## config.mk

```make
export PLATFORM = sky130hd
export DESIGN_NAME = tx_resp_arbiter
export DESIGN_NICKNAME = d
export VERILOG_FILES = /design/src/rtl/tx_resp_arbiter.sv
export SDC_FILE = /design/constraint.sdc
export NUM_CORES = 1
export LEC_CHECK = 0
export BUFFER_PORTS_ARGS = -buffer_cell sky130_fd_sc_hd__buf_2
export CORE_MARGIN = 3
export CORE_UTILIZATION = 49
export CTS_CLUSTER_SIZE = 28
export DETAILED_ROUTE_END_ITERATION = 16
export PLACE_DENSITY = 0.75
export SLEW_MARGIN = 10
export SYNTH_ARGS = -nofsm -noshare
export SYNTH_HDL_FRONTEND = slang
export SYNTH_SLANG_ARGS = --single-unit
```

## constraint.sdc

```tcl
create_clock -name CLK -period 1.5 [get_ports CLK]
set_clock_uncertainty 0.2 [all_clocks]
set_input_delay 0 -clock CLK [delete_from_list [all_inputs] [get_ports CLK]]
set_output_delay 0 -clock CLK [all_outputs]
set_load 0.005 [all_outputs]
```

## src/rtl/tx_resp_arbiter.sv

```systemverilog
// tx_resp_arbiter: shares one UART transmitter between two response sources.
//   Register-file read data (one byte) and ALU results (two bytes, LSB first) are
//   captured into holding slots. The slots are served round-robin. The valid/Busy
//   handshake with the transmitter is re-issued if Busy never rises.
// Ports:
//   CLK, Reset        clock; synchronous active-high reset
//   RdData, Rd_valid  read byte and its one-cycle strobe
//   ALU_out, ALU_out_valid  two-byte ALU result and its one-cycle strobe
//   Busy              transmitter busy (high while a frame shifts out)
//   Tx_Data, Tx_Data_valid  byte to send and its one-cycle request
//   Rsp_Pending       some slot still holds unsent data
//   Drop_Err          one-cycle pulse when a strobe hits a full slot
module tx_resp_arbiter #(
  parameter int unsigned width   = 8,
  parameter int unsigned BUSY_TO = 4
) (
  input  logic               CLK,
  input  logic               Reset,
  input  logic [width-1:0]   RdData,
  input  logic               Rd_valid,
  input  logic [2*width-1:0] ALU_out,
  input  logic               ALU_out_valid,
  input  logic               Busy,
  output logic [width-1:0]   Tx_Data,
  output logic               Tx_Data_valid,
  output logic               Rsp_Pending,
  output logic               Drop_Err
);

  localparam int unsigned CntW = (BUSY_TO > 2) ? $clog2(BUSY_TO) : 1;
  localparam logic [CntW-1:0] CntMax = CntW'(BUSY_TO - 1);

  typedef enum logic [1:0] {StIdle, StIssue, StWaitHi, StWaitLo} state_e;

  state_e             state_q, state_d;
  logic [width-1:0]   rd_data_q, rd_data_d;
  logic               rd_full_q, rd_full_d;
  logic [2*width-1:0] alu_data_q, alu_data_d;
  logic               alu_full_q, alu_full_d;
  logic               grant_alu_q, grant_alu_d;
  logic               last_alu_q, last_alu_d;
  logic               byte_sel_q, byte_sel_d;
  logic [CntW-1:0]    cnt_q, cnt_d;
  logic [width-1:0]   tx_data_q, tx_data_d;
  logic               tx_valid_q, tx_valid_d;
  logic               drop_q, drop_d;

  logic            rd_release, alu_release, grant_alu;
  logic [CntW-1:0] cnt_inc;

  always_comb begin
    state_d     = state_q;
    grant_alu_d = grant_alu_q;
    last_alu_d  = last_alu_q;
    byte_sel_d  = byte_sel_q;
    cnt_d       = cnt_q;
    tx_data_d   = tx_data_q;
    tx_valid_d  = 1'b0;
    rd_release  = 1'b0;
    alu_release = 1'b0;
    grant_alu   = 1'b0;
    cnt_inc     = cnt_q + 1'b1;

    unique case (state_q)
      StIdle: begin
        if (!Busy && (rd_full_q || alu_full_q)) begin
          // With both slots full, serve whichever was not granted last.
          grant_alu   = alu_full_q && (!rd_full_q || !last_alu_q);
          grant_alu_d = grant_alu;
          last_alu_d  = grant_alu;
          tx_data_d   = grant_alu ? alu_data_q[width-1:0] : rd_data_q;
          byte_sel_d  = 1'b0;
          state_d     = StIssue;
        end
      end
      StIssue: begin
        // Registered request: visible for the cycle after this state.
        tx_valid_d = 1'b1;
        cnt_d      = '0;
        state_d    = StWaitHi;
      end
      StWaitHi: begin
        if (Busy) begin
          state_d = StWaitLo;
        end else begin
          cnt_d = cnt_inc;
          if (cnt_inc == CntMax) begin
            state_d = StIssue;
          end
        end
      end
      StWaitLo: begin
        if (!Busy) begin
          if (!grant_alu_q) begin
            rd_release = 1'b1;
            state_d    = StIdle;
          end else if (!byte_sel_q) begin
            // Upper ALU byte follows directly; RD cannot slip in between.
            tx_data_d  = alu_data_q[2*width-1:width];
            byte_sel_d = 1'b1;
            state_d    = StIssue;
          end else begin
            alu_release = 1'b1;
            state_d     = StIdle;
          end
        end
      end
      default: state_d = StIdle;
    endcase
  end

  // Slot capture: a slot freed on the same edge as a strobe accepts the new data.
  always_comb begin
    rd_full_d  = rd_full_q;
    rd_data_d  = rd_data_q;
    alu_full_d = alu_full_q;
    alu_data_d = alu_data_q;
    drop_d     = 1'b0;

    if (rd_release) begin
      rd_full_d = 1'b0;
    end
    if (Rd_valid) begin
      if (!rd_full_q || rd_release) begin
        rd_full_d = 1'b1;
        rd_data_d = RdData;
      end else begin
        drop_d = 1'b1;
      end
    end

    if (alu_release) begin
      alu_full_d = 1'b0;
    end
    if (ALU_out_valid) begin
      if (!alu_full_q || alu_release) begin
        alu_full_d = 1'b1;
        alu_data_d = ALU_out;
      end else begin
        drop_d = 1'b1;
      end
    end
  end

  always_ff @(posedge CLK) begin
    if (Reset) begin
      state_q     <= StIdle;
      rd_data_q   <= '0;
      rd_full_q   <= 1'b0;
      alu_data_q  <= '0;
      alu_full_q  <= 1'b0;
      grant_alu_q <= 1'b0;
      last_alu_q  <= 1'b1;
      byte_sel_q  <= 1'b0;
      cnt_q       <= '0;
      tx_data_q   <= '0;
      tx_valid_q  <= 1'b0;
      drop_q      <= 1'b0;
    end else begin
      state_q     <= state_d;
      rd_data_q   <= rd_data_d;
      rd_full_q   <= rd_full_d;
      alu_data_q  <= alu_data_d;
      alu_full_q  <= alu_full_d;
      grant_alu_q <= grant_alu_d;
      last_alu_q  <= last_alu_d;
      byte_sel_q  <= byte_sel_d;
      cnt_q       <= cnt_d;
      tx_data_q   <= tx_data_d;
      tx_valid_q  <= tx_valid_d;
      drop_q      <= drop_d;
    end
  end

  assign Tx_Data       = tx_data_q;
  assign Tx_Data_valid = tx_valid_q;
  assign Rsp_Pending   = rd_full_q | alu_full_q;
  assign Drop_Err      = drop_q;

endmodule
```

==> flow_metrics.tcl <==
set metrics [dict create \
    die_y_um 69.5 \
    async_reset_ff_share_pct 0 \
    antenna_found_initial 0 \
    status "complete, but fails checks" \
    port_buffers 39 \
    synth_cells 207 \
    cts_sinks 43 \
    ant_nets 0 \
    gp_congestion 0.793 \
    slew_headroom_pct 78.3 \
    finalNonFillerCells 333 \
    routed_wl_mm 4.29 \
    holdWs_ns 0.00182 \
    yosysWarnings 0 \
    grt_remaining_overflow 0 \
    drtPass1Iterations 4 \
    avgViaCountPerCell 4.89 \
    die_w_um 69.5 \
    maxCapViolations 0 \
    start_util_pct 52.4 \
    finalInstanceArea_sq_um 2700 \
    rows 22 \
    power_mw 2.39 \
    syn_area_sq_um 1980 \
    fin_crit_ns 1.63 \
    cts-root-buf "clkbuf_8" \
    coreArea_sq_um 3770 \
    die_area_sq_um 4830 \
    place_hpwl_mm 2.86 \
    grt_max_degree 31 \
    first_iter_violations 56 \
    cts_max_level 2 \
    mostFrequentLayoutCells "dfxtp_1, buf_2, nand2b_1" \
    avgSynthCellArea_sq_um 9.54 \
    grt_setup_unrepaired "yes" \
    power.density_nw_per_um2 884 \
    synthToLayoutAreaGrowth_pct 36.8 \
    ys_ff_latch 43 \
    critPathLaunchType "flip-flop" \
    vias 1629 \
    vdd_drop_max_uv 840 \
    place_inst 296 \
    finalWorstSetupSlack_ns -0.129 \
    setup_viol 33 \
    min_delay_path_depth 4 \
    grt_pass1_vias 1520 \
    worstPathArrival_ns 1.65 \
    cts_buffers 5 \
    nNetsFinal 314 \
    path_clk_slew_ns 0.08 \
    min_path_type "in -> reg" \
    setup_tns_ns -1.94 \
    synth-edff-count 0 \
    cts_buffer_depth 2 \
    syn-num-nets 237 \
    critPathMaxFanout 16 \
    cp.required_ns 1.52 \
    hold_viol 0 \
    grt_pass1_wl_mm 7.02 \
    cts_setup_buffers 0 \
    ys_seq_area_share_pct 43.6 \
    num_antenna_cells 0 \
    p_leak_nw 1.24 \
    drive_gt1_share_pct 27.7 \
    grt_use_total_pct 18.1 \
    detail_route.wl_per_cell_um 12.9 \
    drcViolationCount 0 \
    max_freq_mhz 614 \
    worst-setup-path-type "reg -> reg" \
    tightest_slew_ns 0.324 \
    violations "negative setup slack" \
    maxSlewViolCount 0 \
    placed_area_sq_um 2300 \
    insertion_delay_ns 0.29 \
    end_kind "flip-flop" \
    synth_cell_types 31 \
    num_io_pins 40 \
    period_share_pct 109 \
    ys.flop_type "dfxtp_1" \
    reg2reg_depth 6 \
    cts_tree "built" \
]
## worst max-delay path: stages, from the launching register on
cell and delay, ns:
dfxtp_2 0.35, buf_6 0.10, nand4b_4 0.11, o21a_1 0.20, nor2b_2 0.15, buf_12 0.19
mux2i_2 0.24
## synthesized netlist by cell type (2+ instances only)
| library cell | number | area share, % |
|---|---|---|
| o31ai_1 | 2 | 0.76 |
| mux2i_1 | 33 | 17 |
| nand2b_1 | 34 | 11 |
| nand2_1 | 5 | 0.95 |
| dfxtp_1 | 43 | 44 |
| buf_2 | 4 | 1.0 |
| nor2_1 | 25 | 4.7 |
| a22oi_1 | 2 | 0.76 |
| a21oi_1 | 14 | 3.5 |
| o21ai_0 | 4 | 1.0 |
| a22o_1 | 8 | 3.5 |
| clkbuf_1 | 6 | 1.1 |
| inv_1 | 7 | 1.3 |
| buf_6 | 2 | 1.1 |
| or3_1 | 2 | 0.63 |
## per-stage QoR
step	worst slack [ns]	utilization (%)
after floorplan	-0.0287	-
after global placement	-0.108	60.9
after detailed placement	-0.125	60.9
after CTS	-0.114	71.4
after global routing	-0.186	71.7
final	-0.129	71.7
## where the power goes
part,internal [mW],switching [mW]
clock network,0.325,0.389
registers,1.21,0.0398
logic,0.245,0.183
## timing repair
action                                  CTS  global route
pin swaps                                 0             2
hold buffers                             28             0
cloned                                    1             0
gates resized for setup                   9             3
endpoints found under the hold margin    39             0
endpoints found under the setup margin   33            35
## cell families after synthesis
family                   share of synthesized area (%)
flip-flops                                        43.6
AND/OR/NAND/NOR                                   21.2
buffers and inverters                             6.02
multiplexers                                      16.7
adder cells (fa/ha/maj)                          0.633
AO/OA/AOI/OAI                                     11.9
## final timing paths
kind | from | endpoint | slack (ns)
hold / removal | Busy | byte_sel_q | 0.002
setup reg to reg | state_q[0] | alu_data_q[3] | -0.13
setup / recovery | state_q[0] | alu_data_q[3] | -0.13
hold reg to reg | alu_data_q[7] | alu_data_q[7] | 0.28
## state kept, by name, indices dropped and copies added (netlist names)
register and cells:
last_alu_q 1, byte_sel_q 1, grant_alu_q 1, Drop_Err 1, rd_data_q 8, Tx_Data_valid 1, rd_full_q 1, Tx_Data 8
cnt_q 2, alu_full_q 1, state_q 2, alu_data_q 16
## area by class of cell
cell class | count | area, sq um
clock buffers | 6 | 72.6
clock inverters | 2 | 12.5
fillers | 282 | 1070
inverters | 7 | 26.3
multi-input cells | 143 | 1030
flip-flops and latches | 43 | 865
well taps | 48 | 60.1
repair buffers | 84 | 641
## metal layers
| metal | vias up | wire (um) | global-route usage, % |
|---|---|---|---|
| met3 | 5 | 164 | 4.93 |
| met1 | 744 | 2030 | 21.9 |
| met2 | 26 | 2050 | 31.5 |
| li1 | 854 | - | - |
| met4 | 0 | 47 | 4.56 |
| met5 | - | 0 | 0 |
No activity file was read; power rests on OpenSTA's default activity.
